[src/rtl/spi_pkg.sv]
// Shared types for the SPI main engine.
// Optional LSB-first support is enabled with SPI_MAIN_LSB_FIRST_EN.
package spi_pkg;

    localparam int SPI_DATA_W = 8;

    typedef enum logic [1:0] {
        IDLE,
        SETUP,
        XFER,
        HOLD
    } spi_state_e;

    typedef struct packed {
        logic cpol;
        logic cpha;
    } spi_mode_t;

endpackage

[src/rtl/spi_clk_gen.sv]
// SCLK half-period generator: down-counter that pulses tick_o at zero.
// Holds the counter loaded from div_i while disabled.
module spi_clk_gen #(
    parameter int DIV_W = 8
) (
    input  logic             clk_i,
    input  logic             rst_i,
    input  logic             en_i,
    input  logic [DIV_W-1:0] div_i,
    output logic             tick_o
);

    logic [DIV_W-1:0] cnt_q;
    logic [DIV_W-1:0] cnt_d;

    assign tick_o = en_i && (cnt_q == '0);

    always_comb begin
        cnt_d = cnt_q - 1'b1;
        if (!en_i || tick_o) begin
            cnt_d = div_i;
        end
    end

    always_ff @(posedge clk_i or posedge rst_i) begin
        if (rst_i) begin
            cnt_q <= '0;
        end else begin
            cnt_q <= cnt_d;
        end
    end

endmodule

[src/rtl/spi_main_ctrl.sv]
// SPI main engine: one full-duplex DATA_W-bit transfer per start, modes 0-3.
// Define SPI_MAIN_LSB_FIRST_EN to add the lsb_first port.
module spi_main_ctrl
    import spi_pkg::*;
#(
    parameter int DATA_W = SPI_DATA_W,
    parameter int DIV_W  = 8
) (
    input  logic              pclk,
    input  logic              preset,
    input  logic              start,
    input  logic [DATA_W-1:0] tx_data,
    input  logic              cpol,
    input  logic              cpha,
    input  logic [DIV_W-1:0]  clk_div,
`ifdef SPI_MAIN_LSB_FIRST_EN
    input  logic              lsb_first,
`endif
    input  logic              miso,
    output logic              busy,
    output logic              done,
    output logic [DATA_W-1:0] rx_data,
    output logic              sclk,
    output logic              cs_n,
    output logic              mosi
);

    localparam int EW = $clog2(2 * DATA_W) + 1;
    localparam logic [EW-1:0] LAST_EDGE = EW'(2 * DATA_W - 1);

    spi_state_e        state_q, state_d;
    spi_mode_t         mode_q, mode_d;
    logic [DIV_W-1:0]  div_q, div_d;
    logic [DATA_W-1:0] tx_q, tx_d;
    logic [DATA_W-1:0] rxs_q, rxs_d;
    logic [DATA_W-1:0] rx_data_q, rx_data_d;
    logic [EW-1:0]     edge_q, edge_d;
    logic              sclk_q, sclk_d;
    logic              cs_n_q, cs_n_d;
    logic              mosi_q, mosi_d;
    logic              busy_q, busy_d;
    logic              done_q, done_d;
    logic              lsb_q, lsb_d;
    logic              lsb_in;
    logic              clk_en;
    logic              tick;
    logic [DATA_W-1:0] tx_sh;

`ifdef SPI_MAIN_LSB_FIRST_EN
    assign lsb_in = lsb_first;
`else
    assign lsb_in = 1'b0;
`endif

    function automatic logic head(input logic [DATA_W-1:0] v, input logic lsb);
        return lsb ? v[0] : v[DATA_W-1];
    endfunction

    assign clk_en = (state_q != IDLE);

    // div_d feeds the counter so a new divider applies from SETUP onward
    spi_clk_gen #(
        .DIV_W (DIV_W)
    ) u_clk_gen (
        .clk_i  (pclk),
        .rst_i  (preset),
        .en_i   (clk_en),
        .div_i  (div_d),
        .tick_o (tick)
    );

    always_comb begin
        state_d   = state_q;
        mode_d    = mode_q;
        div_d     = div_q;
        tx_d      = tx_q;
        rxs_d     = rxs_q;
        rx_data_d = rx_data_q;
        edge_d    = edge_q;
        sclk_d    = sclk_q;
        cs_n_d    = cs_n_q;
        mosi_d    = mosi_q;
        busy_d    = busy_q;
        lsb_d     = lsb_q;
        done_d    = 1'b0;
        tx_sh     = lsb_q ? (tx_q >> 1) : (tx_q << 1);
        unique case (state_q)
            IDLE: begin
                if (start) begin
                    state_d = SETUP;
                    tx_d    = tx_data;
                    rxs_d   = '0;
                    mode_d  = '{cpol: cpol, cpha: cpha};
                    div_d   = clk_div;
                    lsb_d   = lsb_in;
                    edge_d  = '0;
                    sclk_d  = cpol;
                    cs_n_d  = 1'b0;
                    busy_d  = 1'b1;
                    mosi_d  = cpha ? 1'b0 : head(tx_data, lsb_in);
                end
            end
            SETUP: begin
                if (tick) begin
                    state_d = XFER;
                end
            end
            XFER: begin
                if (tick) begin
                    edge_d = edge_q + 1'b1;
                    sclk_d = ~sclk_q;
                    // edge_q[0]==0 is a leading edge
                    if (edge_q[0] == mode_q.cpha) begin
                        rxs_d = lsb_q ? {miso, rxs_q[DATA_W-1:1]}
                                      : {rxs_q[DATA_W-2:0], miso};
                    end else if (edge_q != LAST_EDGE) begin
                        tx_d   = tx_sh;
                        mosi_d = mode_q.cpha ? head(tx_q, lsb_q)
                                             : head(tx_sh, lsb_q);
                    end
                    if (edge_q == LAST_EDGE) begin
                        state_d = HOLD;
                    end
                end
            end
            HOLD: begin
                if (tick) begin
                    state_d   = IDLE;
                    cs_n_d    = 1'b1;
                    busy_d    = 1'b0;
                    done_d    = 1'b1;
                    sclk_d    = mode_q.cpol;
                    rx_data_d = rxs_q;
                end
            end
            default: state_d = IDLE;
        endcase
    end

    always_ff @(posedge pclk or posedge preset) begin
        if (preset) begin
            state_q   <= IDLE;
            mode_q    <= '0;
            div_q     <= '0;
            tx_q      <= '0;
            rxs_q     <= '0;
            rx_data_q <= '0;
            edge_q    <= '0;
            sclk_q    <= 1'b0;
            cs_n_q    <= 1'b1;
            mosi_q    <= 1'b0;
            busy_q    <= 1'b0;
            done_q    <= 1'b0;
            lsb_q     <= 1'b0;
        end else begin
            state_q   <= state_d;
            mode_q    <= mode_d;
            div_q     <= div_d;
            tx_q      <= tx_d;
            rxs_q     <= rxs_d;
            rx_data_q <= rx_data_d;
            edge_q    <= edge_d;
            sclk_q    <= sclk_d;
            cs_n_q    <= cs_n_d;
            mosi_q    <= mosi_d;
            busy_q    <= busy_d;
            done_q    <= done_d;
            lsb_q     <= lsb_d;
        end
    end

    assign busy    = busy_q;
    assign done    = done_q;
    assign rx_data = rx_data_q;
    assign sclk    = sclk_q;
    assign cs_n    = cs_n_q;
    assign mosi    = mosi_q;

endmodule

[config.mk]
export PLATFORM = sky130hd
export DESIGN_NAME = spi_main_ctrl
export DESIGN_NICKNAME = d
export VERILOG_FILES = /design/src/rtl/spi_pkg.sv /design/src/rtl/spi_clk_gen.sv /design/src/rtl/spi_main_ctrl.sv
export SDC_FILE = /design/constraint.sdc
export NUM_CORES = 1
export LEC_CHECK = 0
export ABC_CLOCK_PERIOD_IN_PS = 1810
export CAP_MARGIN = 20
export CORE_AREA = 4 4 78 80
export CTS_BUF_LIST = sky130_fd_sc_hd__clkbuf_8
export CTS_CLUSTER_DIAMETER = 50
export DETAILED_ROUTE_END_ITERATION = 10
export DIE_AREA = 0 0 82 84
export PLACE_DENSITY_LB_ADDON = 0.12
export SLEW_MARGIN = 20
export SYNTH_ARGS = -nofsm -noshare
export SYNTH_HDL_FRONTEND = slang
export SYNTH_SLANG_ARGS = --single-unit
[constraint.sdc]
create_clock -name pclk -period 1.81 [get_ports pclk]
set_input_delay 0.362 -clock pclk [delete_from_list [all_inputs] [get_ports pclk]]
set_output_delay 0.362 -clock pclk [all_outputs]
set_load 0.02 [all_outputs]
==> results of run 1 <==
==> final cells by class <==
cell class / count / share of cell area
flip-flops and latches: 54 / 0.379
multi-input cells: 164 / 0.369
repair buffers: 72 / 0.183
well taps: 72 / 0.0252
clock buffers: 5 / 0.0193
inverters: 14 / 0.0147
clock inverters: 3 / 0.0105
==> stage by stage <==
step / power (mW) / TNS, ns / hold WS (ns) / instances
2_1_floorplan: 3.74 / -2.40 / 0.443 / 242
3_3_place_gp: 4.59 / -0.171 / 0.459 / 371
3_5_place_dp: 4.66 / -0.546 / 0.467 / 371
4_1_cts: 5.48 / -0.00942 / 0.437 / 380
5_1_grt: 6.02 / -0.0701 / 0.442 / 384
6_report: 5.60 / 0 / 0.417 / 384
==> cell usage after synthesis, drive strengths merged (4+ instances only) <==
library cell | number | area share
inv | 14 | 0.019
nand2 | 37 | 0.057
nor2 | 4 | 0.0056
dfrtp | 53 | 0.49
mux2i | 8 | 0.030
a21oi | 7 | 0.014
ha | 10 | 0.046
o211ai | 11 | 0.031
buf | 6 | 0.013
o21ai | 17 | 0.032
mux2 | 28 | 0.13
nand3 | 13 | 0.024
clkbuf | 4 | 0.0056
xnor2 | 4 | 0.013
==> registers in the layout (all words and copies together), names as in the netlist <==
name,cells
tx_q,8
busy,1
state_q,2
mosi,1
div_q,8
u_clk_gen.cnt_q,8
done,1
edge_q,5
sclk,1
mode_q,2
rxs_q,8
rx_data,8
cs_n,1
==> power by group through the flow <==
stage	logic [mW]	registers [mW]	clock network [mW]
final	2.73	2.07	0.795
after detailed placement	2.56	2.10	0
after global placement	2.51	2.08	0
after floorplan	1.61	2.13	0
after CTS	2.59	2.07	0.812
after global routing	3.01	2.15	0.866
==> timing repair <==
action / 4_1_cts / 5_1_grt
gates resized for setup: 5 / 19
endpoints found under the setup margin: 6 / 25
setup buffers: 0 / 4
pin swaps: 1 / 4
cloned: 1 / 0
hold buffers: 0 / 0
==> tightest hold or removal path, delay by kind of cell <==
family / cells / cell delay [ns]
buffers and inverters: 3 / 0.75
==> cells by family after synthesis <==
kind of cell,synth area share
compound gates,0.105
xor+xnor,0.0227
fa+ha+maj,0.0464
buf+inv,0.0385
flops,0.501
mux,0.158
simple gates,0.128
==> layer usage <==
layer,GRT usage,up-vias,part of all wire
li1,-,978,-
met1,0.241,906,0.49
met2,0.243,33,0.45
met3,0.0270,6,0.037
met4,0.0634,0,0.015
met5,0,-,0
==> path summary, 6_finish.rpt <==
path                                        from                      to  cells past startpoint
max in group asynchronous                 preset        cs_n$_DFFE_PP1P_                      3
hold reg to reg              tx_q[4]$_DFFE_PP0P_     tx_q[4]$_DFFE_PP0P_                      2
setup reg to reg           edge_q[0]$_DFFE_PP0P_  state_q[1]$_DFFE_PP0P_                      8
hold / removal                            preset      div_q[4]$_DFF_PP0_                      3
min in group pclk            tx_q[4]$_DFFE_PP0P_     tx_q[4]$_DFFE_PP0P_                      2
setup / recovery           edge_q[0]$_DFFE_PP0P_  state_q[1]$_DFFE_PP0P_                      8
==> out/results.txt, run 1 <==
The logs give 563 MHz for the maximum achievable frequency and 1906 for the via count of the first global-routing pass. The layout has 444 filler cells. The logs give 0 for the initial antenna violation count and 5410 sq um for the core box area. The register area came out at 1350 sq um.

The post-synthesis to final-layout area growth is 32.3%. The predominant post-synthesis flop cell is dfrtp_1. Dividing the detail-routed via count by the number of cells gives 5.01.

The run gives 5 as the number of buffers created by CTS. Count of flip-flops with a built-in enable after synthesis: 0. The chip height came out at 84 microns.

Routed wire length: 5.35 mm. After detailed routing, the number of remaining DRC violations is 0. In the post-route analysis, the smallest setup slack over all paths is 0.0335 ns. The logs give 0.00644 ns for the worst setup skew after layout and 0 for the antenna violation net count after detailed routing. The H-tree depth reported by CTS was 2; the average wire per cell in the routed design was 13.9 microns. Global routing finished with a remaining overflow of 0. The number of nets in the synthesized netlist is 274. TritonCTS built the clock tree. The worst register-to-register path has a setup slack of 0.03 ns.

The mapped netlist covers 2700 sq um. The relative slew slack was 0.770; the total setup violations reported at the end of the flow was 0. The cell family contributing the most delay on the critical path is adder cells.

The area occupied by multi-input gates was 1320 sq um. At the pin with the least slew margin, the transition time is 0.344 ns. Time the final worst path needs with I/O delays and setup: 1.78 ns.

The net switching share of the total power works out to 0.359. Row generation in the floorplan step produced 27 rows. The critical path class was reg2reg. The final hold violation count was 0; the synthesis warning total was 0. The first global-routing pass estimated 8.82 mm of wire.

The utilization after layout was 0.660; the count of different cell masters after synthesis was 38. Setup repair after global routing could not meet its margin everywhere. Across all layers, the routed design uses 1923 vias.

Entering global routing, the biggest net connects 55 pins. The switching power was 2.01 mW. Count of buffers from port buffering: 34.

For the relative contribution of combinational cells to total power, the log shows 0.488. For this design the static power due to leakage is 1.59 nW. Together, buffers and inverters on the worst path number 2.

The clock network power share is 0.142. The signal on the critical path passes through ha_2 > and3_1 > ha_2 > nor2b_2 > buf_4 > buf_4 > a21oi_2 > mux2_4. Total of flip-flops plus latches after synthesis: 54. Max-slew violation total from the final report: 0. The share of cells above drive strength 1 came out at 0.311. The die covers 6890 sq um.

The flow ran to the end, and the final reports show no timing, DRC or antenna violations. The proportion of power drawn by flip-flops and latches is 0.370, and the post-synthesis average cell area is 11.2 sq um. The clock transition at the registers of the reported paths is 0.10 ns. The first detailed-routing pass took 4 iterations. The horizontal die dimension is 82 microns. For this design the ratio of total power to cell area is 1570 nW/um^2.

The total placed instance area was 3360 sq um. In the layout the commonest cells are dfrtp_1, nand2_1, clkdlybuf4s50_1, buf_4, mux2_2. Routability-driven placement finished with a final weighted congestion of 0.836. The count of max-cap constraint violations was 0; the number of diodes added for antenna fixing was 0. The root buffer selected by CTS is clkbuf_8. For this block, the initial DRC count from the detailed router was 66.

Path class of the lowest-slack min-delay path: in2async. At the later pin of the worst-skew pair, clock insertion delay measures 0.31 ns. The portion of the clock cycle consumed by the worst path in the final layout is 0.981, and the worst voltage drop across the vdd grid is 0.000897 V. After legalization and detailed placement, the total HPWL measured 3.67 mm. The share of synthesized area occupied by flip-flops and latches was 0.501.

For this design the top-level I/O count stands at 35. The tools report the minimum setup slack after placement as -0.0839 ns. STA classifies the critical path endpoint as a flip-flop. Summing all non-filler instances in the final layout gives an area of 3570 sq um. In the synthesized netlist, the number of instances is 242.

The logs give 343 for the net total in the final layout and 0.499 for the starting density of the core. The cell with the biggest individual delay on the critical path is dfrtp_1. Clock tree synthesis found a total of 54 sinks.

The run gives 1.97 ns as the arrival time of the worst setup path. The all-layer global routing usage was 0.165. The design internal power is 3.59 mW, and the highest cell delay on the worst timing path is 0.37 ns.

The async set-reset flop share out of synthesis is 1.00, and the clock tree buffer depth is 2. STA classifies the critical path startpoint as a flip-flop. Data on the critical path is required at its endpoint by 2.01 ns. The most frequent standard cell in the layout excluding fill and tap cells was dfrtp_1. The largest driver fanout on the critical path came out at 2.
No activity file was read; power rests on OpenSTA's default activity.
==> run 2: changes to the inputs <==
--- a/config.mk
+++ b/config.mk
@@ -7,11 +7,11 @@
 export LEC_CHECK = 0
 export ABC_CLOCK_PERIOD_IN_PS = 1810
 export CAP_MARGIN = 20
-export CORE_AREA = 4 4 78 80
+export CORE_AREA = 2 2 76 78
 export CTS_BUF_LIST = sky130_fd_sc_hd__clkbuf_8
 export CTS_CLUSTER_DIAMETER = 50
 export DETAILED_ROUTE_END_ITERATION = 10
-export DIE_AREA = 0 0 82 84
+export DIE_AREA = 0 0 78 80
 export PLACE_DENSITY_LB_ADDON = 0.12
 export SLEW_MARGIN = 20
 export SYNTH_ARGS = -nofsm -noshare
==> run 2 against run 1 <==
Net effect:
- first-iteration DRC count grew 100%
- sequential cell count is the same
- largest cell class unchanged
- global-route usage grew 2.2 points
- maximum frequency grew 0.95%
- register-to-register slack gained 0.02 ns
- worst hold slack lost 0.14 ns
- total power grew 2.7%
- sequential power is essentially flat
- largest power group unchanged
- sequential share of layout area shrank 0.82 points
- cell count grew 1.3%
- clock power shrank 2%
==> out/results.txt, run 2 (synthesized netlist as in run 1, its figures left out) <==
The run finished with clean final reports. Setup repair after global routing could not meet its margin everywhere. The clock tree buffer depth was 2 (unchanged).

The average wire per cell in the routed design is 14.1 microns (+1.2%), and the all-layer global routing usage is 0.187 (+0.0220). The count of buffers from port buffering works out to 34 (unchanged). The number of diodes added for antenna fixing is 0 (unchanged). Transition time of the tightest slew-check pin: 0.328 ns (-0.0163 ns). The run gives 0 (unchanged) as the final hold violation count. The run gives 0.00405 ns (-0.00239 ns) as the worst setup skew after layout. The worst setup path is of the reg2reg kind.

The routed wire length was 5.48 mm (+2.5%); the clock latency on the worst-skew pair was 0.30 ns (about the same). The minimum setup slack after placement was -0.0852 ns (-0.00133 ns). The horizontal die dimension works out to 78 microns (-4.9%). The number of cells in the design after placement was 378 (+1.9%).

The core box area is 5410 sq um (unchanged). In the layout the commonest cells are dfrtp_1, buf_4, nand2_1, clkdlybuf4s50_1, mux2_2. The logs give 0 (unchanged) for the number of remaining DRC errors and 0.0501 ns (+0.0166 ns) for the final critical-path setup slack. Detailed placer's ending HPWL: 3.82 mm (+4.2%).

The number of rows created at floorplan was 27 (unchanged); the total setup violations reported at the end of the flow was 0 (unchanged). The largest driver fanout on the critical path is 2 (unchanged). The H-tree depth reported by CTS was 2 (unchanged).

The worst slack on hold paths is 0.275 ns (-0.141 ns). STA classifies the critical path startpoint as a flip-flop. The relative slew slack is 0.781 (+0.0109).

The initial antenna violation count was 0 (unchanged); the area of the die was 6240 sq um (-9.4%). The share of cells above drive strength 1 is 0.328 (+0.0172), and the arrival time of the worst setup path is 1.95 ns (-0.02 ns). In this run the worst hold path is classified as in2async. The global-route wire length before repair was 9.25 mm (+4.9%).

The portion of the clock cycle consumed by the worst path in the final layout is 0.972 (-0.00919), and the number of standard cells in the final layout excluding fillers is 389 (+1.3%). Clock transition at the registers of the reported paths: 0.09 ns (about the same). The average via count per standard cell was 5.13 (+2.4%). The utilization after layout was 0.675 (+0.0146); the maximum number of pins on one net before global-route repair was 32 (-42%).

The root buffer selected by CTS was clkbuf_8. Leaving out fill and tap cells, the most frequent cell in the layout is dfrtp_1. The net total in the final layout came out at 348 (+1.5%). The total power divided by cell area came out at 1580 nW/um^2 (+0.52%). The overflow left after global routing came out at 0 (unchanged).

Total placed instance area: 3420 sq um (+1.9%). The run gives 568 MHz (+0.95%) as the maximum achievable frequency. The worst setup path is captured at a flip-flop. Data required time of the critical path: 2.00 ns (about the same).

The hold-fix buffer count after cts is 0 (unchanged). The logs give 1.62 nW (+1.6%) for the leakage power figure and 3650 sq um (+2.2%) for the final cell area excluding filler cells. The max-slew violation total from the final report was 0 (unchanged); the time the final worst path needs with I/O delays and setup was 1.76 ns (-0.0166 ns). The chip height works out to 80 microns (-4.8%). For the number of sinks handled by clock tree synthesis, the log shows 54 (unchanged).

The worst voltage drop across the vdd grid is 0.000972 V (+8.3%). TritonCTS built the clock tree. Routability congestion estimate: 0.761 (-8.9%). The run gives 0.499 (unchanged) as the starting density of the core. The count of max-cap constraint violations is 0 (unchanged).

The antenna violation net count after detailed routing is 0 (unchanged). The count of vias placed by the detailed router is 1995 (+3.7%). From synthesis to final layout, the design area changed by 35.2%.

The via count of the first global-routing pass was 1948 (+2.2%); the count of pins on the block boundary was 35 (unchanged). The number of buffers created by CTS came out at 5 (unchanged). The logs give 134 (+100%) for the DRC violation total after the first TritonRoute iteration and 4 (unchanged) for the first-pass iteration count of the detailed router.
-- run 2: cell count changes in the layout (fill, tap and decap cells not counted), moves of 2 or more --
cell,before,now
buf_6,4,1
ha_4,2,4
ha_2,3,1
buf_4,33,38
buf_12,1,3
-- run 2: timing repair --
action                                  CTS  global route
pin swaps                                 2             2
endpoints found under the hold margin     0             0
setup buffers                             0             2
gates resized for setup                   5            21
endpoints found under the setup margin   14            39
cloned                                    0             1
-- run 2: cell type report --
class	count	area, sq um
fill	446	1760
clock inverter	3	37.5
timing repair buffer	77	701
sequential	54	1350
multi-input combinational	164	1350
inverter	14	52.6
clock buffer	5	68.8
tap	72	90.1
-- run 2: path summary, 6_finish.rpt --
path | start | end | slack (ns) | cells after the start
worst max-delay path | edge_q[1]$_DFFE_PP0P_ | state_q[1]$_DFFE_PP0P_ | 0.05 | 8
worst min register to register | cs_n$_DFFE_PP1P_ | cs_n$_DFFE_PP1P_ | 0.48 | 2
worst max register to register | edge_q[1]$_DFFE_PP0P_ | state_q[1]$_DFFE_PP0P_ | 0.05 | 8
worst min-delay path | preset | u_clk_gen.cnt_q[4]$_DFF_PP0_ | 0.28 | 2
min in group pclk | cs_n$_DFFE_PP1P_ | cs_n$_DFFE_PP1P_ | 0.48 | 2
max in group asynchronous | preset | u_clk_gen.cnt_q[7]$_DFF_PP0_ | 1.08 | 3
-- run 2: metrics by stage --
step                TNS [ns]  power, mW
floorplan              -2.40       3.74
global placement     -0.0853       4.70
detailed placement    -0.177       4.78
CTS                  -0.0440       5.59
global route          -0.121       6.19
finish                     0       5.76
-- run 2: report_power, final --
group          internal, mW  switching [mW]
clock                 0.403           0.374
combinational          1.57            1.32
sequential             1.71           0.372
total                  3.69            2.07
-- run 2: worst max-delay path: stages (launching register included) --
cell and delay (ns):
dfrtp_1 0.37, ha_2 0.19, and3_4 0.20, ha_4 0.14
nor2b_2 0.05, buf_4 0.13, buf_4 0.13, a21oi_4 0.11
mux2_2 0.34
-- run 2: routing by layer --
metal  track usage  wire length [microns]  vias up
met2         0.294                   2560       33
met1         0.265                   2700      961
li1              -                      -      993
met3        0.0396                    158        8
met4        0.0491                     67        0
met5             0                      0        -
